--- src/rtl/knight_anim_addr_gen.sv ---
// Knight sprite-sheet address generator: raster position -> ROM address, animation frame sequencing, and sprite hit.
// Latency is 1 vga_clk from DrawX/DrawY/blank to the outputs; there is no backpressure because the module is raster-paced.
module knight_anim_addr_gen #(
    parameter int SPR_W    = 30,
    parameter int SPR_H    = 64,
    parameter int N_FRAMES = 4,
    parameter int HOLD     = 6,
    parameter int ADDR_W   = 13,
    localparam int FW      = (N_FRAMES > 1) ? $clog2(N_FRAMES) : 1
) (
    input  logic              vga_clk,
    input  logic              reset,
    input  logic              frame_start,
    input  logic              anim_en,
    input  logic              anim_restart,
    input  logic              facing_left,
    input  logic [9:0]        knight_x,
    input  logic [9:0]        knight_y,
    input  logic [9:0]        DrawX,
    input  logic [9:0]        DrawY,
    input  logic              blank,
    output logic [ADDR_W-1:0] rom_address,
    output logic              sprite_hit,
    output logic              blank_d,
    output logic [FW-1:0]     frame_idx,
    output logic              anim_wrap
);

    localparam int HW = (HOLD > 1) ? $clog2(HOLD) : 1;

    typedef enum logic {IDLE, RUN} state_t;

    state_t            state_q, state_d;
    logic [FW-1:0]     frame_q, frame_d;
    logic [HW-1:0]     hold_q, hold_d;
    logic              wrap_q, wrap_d;
    logic [9:0]        shx_q, shy_q;
    logic              shfl_q;
    logic [ADDR_W-1:0] addr_q, addr_d;
    logic              hit_q, hit_d;
    logic              blank_q;

    logic [10:0]       dx, dy;
    logic [9:0]        col;

    always_comb begin
        state_d = anim_en ? RUN : IDLE;
        frame_d = frame_q;
        hold_d  = hold_q;
        wrap_d  = 1'b0;
        if (anim_restart) begin
            frame_d = '0;
            hold_d  = '0;
        end else if (state_q == RUN && frame_start) begin
            if (hold_q == HW'(HOLD - 1)) begin
                hold_d = '0;
                if (frame_q == FW'(N_FRAMES - 1)) begin
                    frame_d = '0;
                    wrap_d  = 1'b1;
                end else begin
                    frame_d = frame_q + FW'(1);
                end
            end else begin
                hold_d = hold_q + HW'(1);
            end
        end
    end

    // Both operands are zero-extended, so bit 10 of the difference marks a raster position left of/above the sprite.
    always_comb begin
        dx     = {1'b0, DrawX} - {1'b0, shx_q};
        dy     = {1'b0, DrawY} - {1'b0, shy_q};
        col    = shfl_q ? (10'(SPR_W - 1) - dx[9:0]) : dx[9:0];
        hit_d  = ~dx[10] && (dx[9:0] < 10'(SPR_W)) && ~dy[10] && (dy[9:0] < 10'(SPR_H));
        addr_d = '0;
        if (hit_d) begin
            addr_d = ADDR_W'(frame_q) * ADDR_W'(SPR_W * SPR_H)
                   + ADDR_W'(dy[9:0]) * ADDR_W'(SPR_W)
                   + ADDR_W'(col);
        end
    end

    always_ff @(posedge vga_clk) begin
        if (reset) begin
            state_q <= IDLE;
            frame_q <= '0;
            hold_q  <= '0;
            wrap_q  <= 1'b0;
            shx_q   <= '0;
            shy_q   <= '0;
            shfl_q  <= 1'b0;
            addr_q  <= '0;
            hit_q   <= 1'b0;
            blank_q <= 1'b0;
        end else begin
            state_q <= state_d;
            frame_q <= frame_d;
            hold_q  <= hold_d;
            wrap_q  <= wrap_d;
            addr_q  <= addr_d;
            hit_q   <= hit_d;
            blank_q <= blank;
            // Position and facing only change at frame boundaries so a frame never tears.
            if (frame_start) begin
                shx_q  <= knight_x;
                shy_q  <= knight_y;
                shfl_q <= facing_left;
            end
        end
    end

    assign rom_address = addr_q;
    assign sprite_hit  = hit_q;
    assign blank_d     = blank_q;
    assign frame_idx   = frame_q;
    assign anim_wrap   = wrap_q;

endmodule

--- config.mk ---
export PLATFORM = sky130hd
export DESIGN_NAME = knight_anim_addr_gen
export DESIGN_NICKNAME = d
export VERILOG_FILES = /design/src/rtl/knight_anim_addr_gen.sv
export SDC_FILE = /design/constraint.sdc
export NUM_CORES = 1
export LEC_CHECK = 0
export ABC_AREA = 1
export CAP_MARGIN = 20
export CORE_MARGIN = 2
export CORE_UTILIZATION = 55
export CTS_CLUSTER_DIAMETER = 100
export DETAILED_ROUTE_END_ITERATION = 10
export PLACE_DENSITY_LB_ADDON = 0.12
export SYNTH_ARGS = -nofsm -noshare
export SYNTH_HDL_FRONTEND = slang
export SYNTH_SLANG_ARGS = --single-unit
--- constraint.sdc ---
create_clock -name vga_clk -period 17.9 [get_ports vga_clk]
set_clock_uncertainty 0.15 [all_clocks]
set_input_delay 4.475 -clock vga_clk [delete_from_list [all_inputs] [get_ports vga_clk]]
set_output_delay 4.475 -clock vga_clk [all_outputs]
set_load 0.05 [all_outputs]
Word-level counts from Yosys, hierarchy flattened
Cells that the tools add are included.
Operators by class
  equality and inequality tests: 2
  mux-type cells: 5
  add/subtract/negate cells: 7
  order comparisons: 2
  reductions and logical operators: 8
  $mul: 2
  divide/modulo/power cells: 0
  shift operators: 0
  bitwise gates (word level): 5
Operator list (number)
  subtractor 10 x 10 -> 11 bit: 2
  adder 13 x 10 -> 13 bit: 1
  adder 13 bit: 1
  multiplier 10 x 4 -> 12 bit, second input constant: 1
  less-than comparator 10 x 5 -> 1 bit, second input constant: 1
  less-than comparator 10 x 7 -> 1 bit, second input constant: 1
  2-to-1 mux 10 bit: 1
  subtractor 5 x 10 -> 10 bit, first input constant: 1
  multiplier 2 x 4 -> 6 bit, second input constant: 1
  NOT 1 bit: 5
  logical AND 1 bit: 4
  OR reduction 2 bit: 2
  OR reduction 4 bit: 1
  adder 3 x 1 -> 3 bit, second input constant: 1
  equality test 3 bit, second input constant: 1
  2-to-1 mux 3 bit: 1
  adder 2 x 1 -> 2 bit, second input constant: 1
  equality test 2 bit, second input constant: 1
  2-to-1 mux 1 bit: 2
  2-to-1 mux 2 bit: 1
  AND reduction 2 bit: 1
Word-level totals
  register bits: 43
  RAM bits: 0
  memory bits (read-only): 0
  word-level logic and storage cells: 41
  memories kept: 0
  latch bits: 0
  input bits: 47
  output and inout bits: 18

Depth between registers and ports, before layout
Gate-level depths: netlist of run 1.
  depth in word-level cells: 7
  depth in mapped cells: 34
  mapped depth without buffers: 34

Least setup slack after synthesis of run 1
No wires, ideal clock.
  path kind: input to register
  start point: input port DrawY[0]
  end point: register addr_q[11] (netlist: rom_address[11])
  setup slack: 8.555 ns
  data arrival time: 9.134 ns
  stages: 23
  data required time: 17.689 ns
  setup time: 0.061 ns
  path buffers: 0
  path through: inv_1 ha_1 inv_1 fa_1 xor2_1 inv_1 fa_1 fa_1 inv_1 ha_1 or2_2 nand2_1 o21ai_0 xor2_1 fa_1 ha_1 nand2_1 nor3_1 o21ai_0 nand3_1 xor2_1 inv_1 nor2_4
On the way
  word-level cells in the longest chain between the ends: 6
  elaborated cells on any way between the ends: 10
  those cells by class: add/sub: 3; mul: 1; order compare: 1; bitwise: 2; reduce/logical: 3
Ends and longest elaborated chain
  from (decl): RTL line 20  | input logic [9:0] DrawY,
  subtractor 10 x 10 -> 11 bit (*): RTL line 72  | dy = {1'b0, DrawY} - {1'b0, shy_q};
  branches (longest 5 deep; another with adder 13 bit)
  to (signal assigned): RTL line 100  | addr_q <= addr_d;
  to (decl): RTL line 39  | logic [ADDR_W-1:0] addr_q, addr_d;
Mark *: on every way between the ends.
A chain may end at the register's enable or synchronous reset.

Final worst setup path of run 1
Same ends and word-level chain as after synthesis.

==> impl_results.md, run 1 <==
- Number of synthesized flops with an enable pin: 0
- CP Capture Type: register
- Synth Area per Inst: 7.27 sq um
- Cells after synthesis: 613
- RSZ-0062 raised after global routing: no
- CP bufs+invs: 6
- Number of routed nets with antenna violations: 0
- Die H: 94.0 microns
- Global-route wire length before repair: 14900 microns
- Setup crit start kind: input pin
- Worst-path cell chain: clkdlybuf4s50_1 -> inv_1 -> ha_1 -> inv_1 -> fa_1 -> xor2_1 -> inv_1 -> fa_1 -> fa_1 -> inv_1 -> ha_1 -> or2_2 -> nand2_1 -> o21ai_0 -> xor2_1 -> fa_1 -> ha_1 -> nand2_1 -> nor3_1 -> o21ai_0 -> nand3_1 -> xor2_1 -> inv_1 -> nor2_4
- Layout Nets: 800
- Synth async-reset ratio: 0%
- Routed WL: 8660 microns
- Area delta synth->final: 17.9%
- Setup CP Type: in -> reg
- Iteration-0 DRC Markers: 99
- Later-pin clock latency in the skew report: 0.30 ns
- Crit share post-route: 55.0%
- Net Count, Synth: 738
- Min-delay src: shy_q[5]
- Synth cell types: 35
- Pin count of the biggest net entering global routing: 41
- Vias: 3877
- Initial antenna violation count: 0
- Routability cong.: 0.867
- Clock root buffer: clkbuf_8
- Row count: 32
- Reg-to-reg critical path endpoint: rom_address[11]
- CTS tree: yes
- Peak Freq: 102 MHz
- Die Width: 94.0 microns
- Hold path depth: 2
- Share of cells above drive strength 1: 7.56%
- Commonest non-fill, non-tap cell in the layout: inv_1
- Worst hold path class: reg -> reg
- Initial Utilization: 57.1%
- Number of port buffers: 64
- Endpoints failing setup: 0
- Ports: 65
- Post-CTS resize count: 0
- Reg2Reg Depth: 22
- Remaining Overflow, GRT: 0
- Crit path arrival time: 9.92 ns
- # H-tree levels: 2
- Setup Buffers After CTS: 0
- Vias in the first global route: 3552
- Data required time at the worst endpoint: 17.97 ns
- CTS buffer count: 5
- CTS clk-pin slew, worst paths: 0.08 ns
- Largest stage delay, worst path: 0.54 ns
- CTS Buffer Depth: 2
- TNS Setup: 0 ns
- Synthesized cell area: 4460 sq um
- WHS Endpoint: shy_q[5]
- Final hold vios: 0
- Routed length per instance: 11.1 microns
- TritonRoute pass-1 iters: 5
- CP most frequent cell: inv_1
- Main synth FF type: dfxtp_1
- Crit path time final: 9.85 ns
- YS warnings: 0
- Vias per inst: 4.99
- Die footprint: 8840 sq um
- Yosys reg bits: 43
- Total of max-cap violations: 0
- Status: complete, no violations
- Hold WS: 0.309 ns
- R2r startpoint: shy_q[0]
- CTS Hold Bufs: 0
- Max stage delay cell, worst path: fa_1
- CP delay by family, top: adder cells
- Final core utilization: 67.3%
- Highest-count cells in the layout ignoring fill and taps: inv_1, nand2_1, clkdlybuf4s50_1
- Residual DRC: 0
- CP Max Fanout: 6
- Max-slew violations: 0
- Worst-margin pin slew: 0.951 ns
- R2R setup slack: 12.37 ns
- DP HPWL: 7360 microns
- Register area share after synthesis: 19.3%
- Antenna diodes: 0
- Global Route Usage Sum: 20.5%
- Core ar.: 7810 sq um
- Max-slew headroom: 36.6%
- Sink Count: 43
[layer usage]
| layer | up-vias | track usage (%) | part of all wire, % | wire, microns |
|---|---|---|---|---|
| li1 | 2068 | - | - | - |
| met2 | 76 | 35.7 | 48 | 4180 |
| met4 | 0 | 5.43 | 1.5 | 131 |
| met5 | - | 0 | 0 | 0 |
| met3 | 11 | 2.89 | 3.4 | 292 |
| met1 | 1722 | 26.5 | 47 | 4060 |
[layout make-up]
cell class / count / area (sq um)
inverter: 121 / 454
clock inverter: 1 / 5.00
tap: 102 / 128
multi-input combinational: 440 / 3090
sequential: 43 / 861
clock buffer: 6 / 82.6
fill: 702 / 2550
timing repair buffer: 64 / 641
[cell families after synthesis]
kind of cell	share of synthesized area, %
AOI/OAI and AO/OA	11.6
and+or+nand+nor	26.0
buffers and inverters	11.5
DFF	19.3
adders and majority gates	24.9
xor gates and xnor gates	6.68
[worst min-delay path, cell delays in order, from the launching register on]
cell and delay (ns):
dfxtp_1 0.30, inv_1 0.06, a21oi_1 0.05
[state kept, by name, indices dropped and copies added, names as in the netlist]
| name | flops |
|---|---|
| rom_address | 13 |
| shx_q | 10 |
| shy_q | 10 |
| hold_q | 3 |
| frame_idx | 2 |
| anim_wrap | 1 |
| blank_d | 1 |
| shfl_q | 1 |
| sprite_hit | 1 |
| state_q | 1 |
[through the flow]
stage	instance area (sq um)	std cells	worst slack [ns]
2_1_floorplan	4460	613	8.56
3_3_place_gp	5170	770	7.92
3_5_place_dp	5170	770	7.73
4_1_cts	5260	777	8.05
5_1_grt	5260	777	7.58
6_report	5260	777	8.05
[cells in the mapped netlist, types with 5 or more instances]
master	n	share of area (%)
dfxtp_1	43	19
nor2_4	12	3.0
nand2_2	11	1.5
nand3_1	39	4.4
nor3_1	6	0.67
ha_1	60	17
xor2_1	24	4.7
a21oi_1	41	4.6
clkbuf_1	7	0.59
o21ai_0	33	3.7
xnor2_1	10	2.0
o21bai_1	6	1.0
fa_1	18	8.1
nor2_1	30	2.5
inv_2	5	0.42
nand2_1	113	9.5
nand4_1	7	0.98
inv_1	116	9.8
[worst max-delay path by stage]
stage,startpoint,endpoint,depth (start not counted),slack [ns]
after global placement,DrawY[0],rom_address[11],24,7.92
after CTS,DrawY[0],rom_address[11],24,8.05
final,DrawY[0],rom_address[11],24,8.05
after detailed placement,DrawY[0],rom_address[11],24,7.73
after floorplan,DrawY[0],rom_address[11],23,8.56
after global routing,DrawY[2],rom_address[12],31,7.58
Power of run 1 is left out: the tool's default activity adds up to more than one toggle a clock period on the data nets, which glitch-free logic cannot reach.
==> run 2, diff against run 1 <==
Clock period 17.9 ns to 10 ns, I/O delays scaled along.
==> run 2 against run 1 <==
Non-clock buffer count unchanged. Hold slack improved by 0.00068 ns. Utilization increased by 0.58 points. Sequential share of layout area decreased by 0.14 points. Final cell count increased by 0.13%.
==> impl_results.md, run 2 (synthesis gave the netlist of run 1 again) <==
- Routed length per instance: 11.5 microns
- Ports: 65
- Row count: 32
- Crit path time final: 7.94 ns
- Worst-path cell chain: clkdlybuf4s50_1 -> inv_1 -> ha_1 -> inv_1 -> fa_1 -> xor2_1 -> inv_1 -> fa_1 -> fa_1 -> inv_1 -> ha_1 -> or2_2 -> nand2_1 -> o21ai_0 -> xor2_1 -> fa_1 -> ha_1 -> nand2_1 -> nor3_1 -> o21ai_0 -> nand3_1 -> xor2_1 -> inv_1 -> nor2_4
- Pin count of the biggest net entering global routing: 41
- Highest-count cells in the layout ignoring fill and taps: inv_1, nand2_1, clkdlybuf4s50_1
- Reg2Reg Depth: 22
- Min-delay src: shy_q[5]
- CTS buffer count: 5
- CP bufs+invs: 6
- Worst hold path class: reg -> reg
- Post-CTS resize count: 0
- Number of port buffers: 64
- # H-tree levels: 2
- TNS Setup: 0 ns
- Worst-margin pin slew: 0.968 ns
- Peak Freq: 126 MHz
- Setup crit start kind: input pin
- Endpoints failing setup: 0
- Routability cong.: 0.864
- Remaining Overflow, GRT: 0
- Reg-to-reg critical path endpoint: rom_address[11]
- CTS Hold Bufs: 0
- CP Max Fanout: 6
- TritonRoute pass-1 iters: 5
- Antenna diodes: 0
- WHS Endpoint: shy_q[5]
- CP Capture Type: register
- Die Width: 94.0 microns
- CP delay by family, top: adder cells
- CP most frequent cell: inv_1
- Residual DRC: 0
- Largest stage delay, worst path: 0.55 ns
- Max-slew headroom: 35.4%
- Sink Count: 43
- Global Route Usage Sum: 21.5%
- Status: complete, no violations
- Layout Nets: 800
- Initial antenna violation count: 0
- Data required time at the worst endpoint: 10.08 ns
- Vias per inst: 5.04
- Crit path arrival time: 8.02 ns
- R2R setup slack: 4.40 ns
- DP HPWL: 7500 microns
- Die H: 94.0 microns
- Max-slew violations: 0
- RSZ-0062 raised after global routing: no
- Iteration-0 DRC Markers: 107
- CTS Buffer Depth: 2
- Hold path depth: 2
- CTS tree: yes
- Max FFs per register: 13
- Vias in the first global route: 3715
- Routed WL: 8920 microns
- Later-pin clock latency in the skew report: 0.31 ns
- Number of routed nets with antenna violations: 0
- Crit share post-route: 79.4%
- R2r startpoint: shy_q[0]
- Setup Buffers After CTS: 0
- Total of max-cap violations: 0
- CTS clk-pin slew, worst paths: 0.08 ns
- Final hold vios: 0
- Commonest non-fill, non-tap cell in the layout: inv_1
- Share of cells above drive strength 1: 7.54%
- Area delta synth->final: 18.9%
- Vias: 3919
- Global-route wire length before repair: 15400 microns
- Setup CP Type: in -> reg
- Die footprint: 8840 sq um
- Clock root buffer: clkbuf_8
- Initial Utilization: 57.1%
- Core ar.: 7810 sq um
- Max stage delay cell, worst path: fa_1
## run 2: changes by cell type in the layout (fill, tap and decap cells not counted), sizes merged
cell,delta
clkinv,-1
bufinv,+2
## run 2: worst max path at each step
stage / start / end / slack [ns] / depth (start not counted)
6_report: DrawY[0] / rom_address[11] / 2.06 / 24
5_1_grt: DrawY[0] / rom_address[11] / 1.65 / 24
4_1_cts: DrawY[0] / rom_address[11] / 2.06 / 24
3_5_place_dp: DrawY[0] / rom_address[11] / 1.80 / 24
3_3_place_gp: DrawY[0] / rom_address[11] / 1.99 / 24
2_1_floorplan: DrawY[0] / rom_address[11] / 2.63 / 23
## run 2: through the flow
stage	instances	worst slack [ns]	util [%]	area, sq um	hold slack [ns]
2_1_floorplan	613	2.63	-	4460	0.283
3_3_place_gp	770	1.99	66.2	5170	0.295
3_5_place_dp	770	1.80	66.2	5170	0.303
4_1_cts	778	2.06	67.9	5300	0.315
5_1_grt	778	1.65	67.9	5300	0.335
6_report	778	2.06	67.9	5300	0.309
## run 2: metal layers
layer  track usage (%)  vias to the layer above  part of all wire (%)
li1                  -                     2072                     -
met1              26.3                     1759                    45
met2              39.3                       77                    50
met3              2.97                       11                   3.5
met4              5.68                        0                   1.2
met5                 0                        -                     0
## run 2: cell type report
| cell class | count | area [sq um] |
|---|---|---|
| multi-input cells | 440 | 3090 |
| fillers | 699 | 2510 |
| flip-flops and latches | 43 | 861 |
| repair buffers | 64 | 641 |
| inverters | 121 | 454 |
| well taps | 102 | 128 |
| clock buffers | 6 | 72.6 |
| clock inverters | 2 | 60.1 |
## run 2: tightest hold or removal path: stages, from the launching register on
cell and delay, ns:
dfxtp_1 0.30, inv_1 0.06, a21oi_1 0.05
Power of run 2 is left out for the same reason.
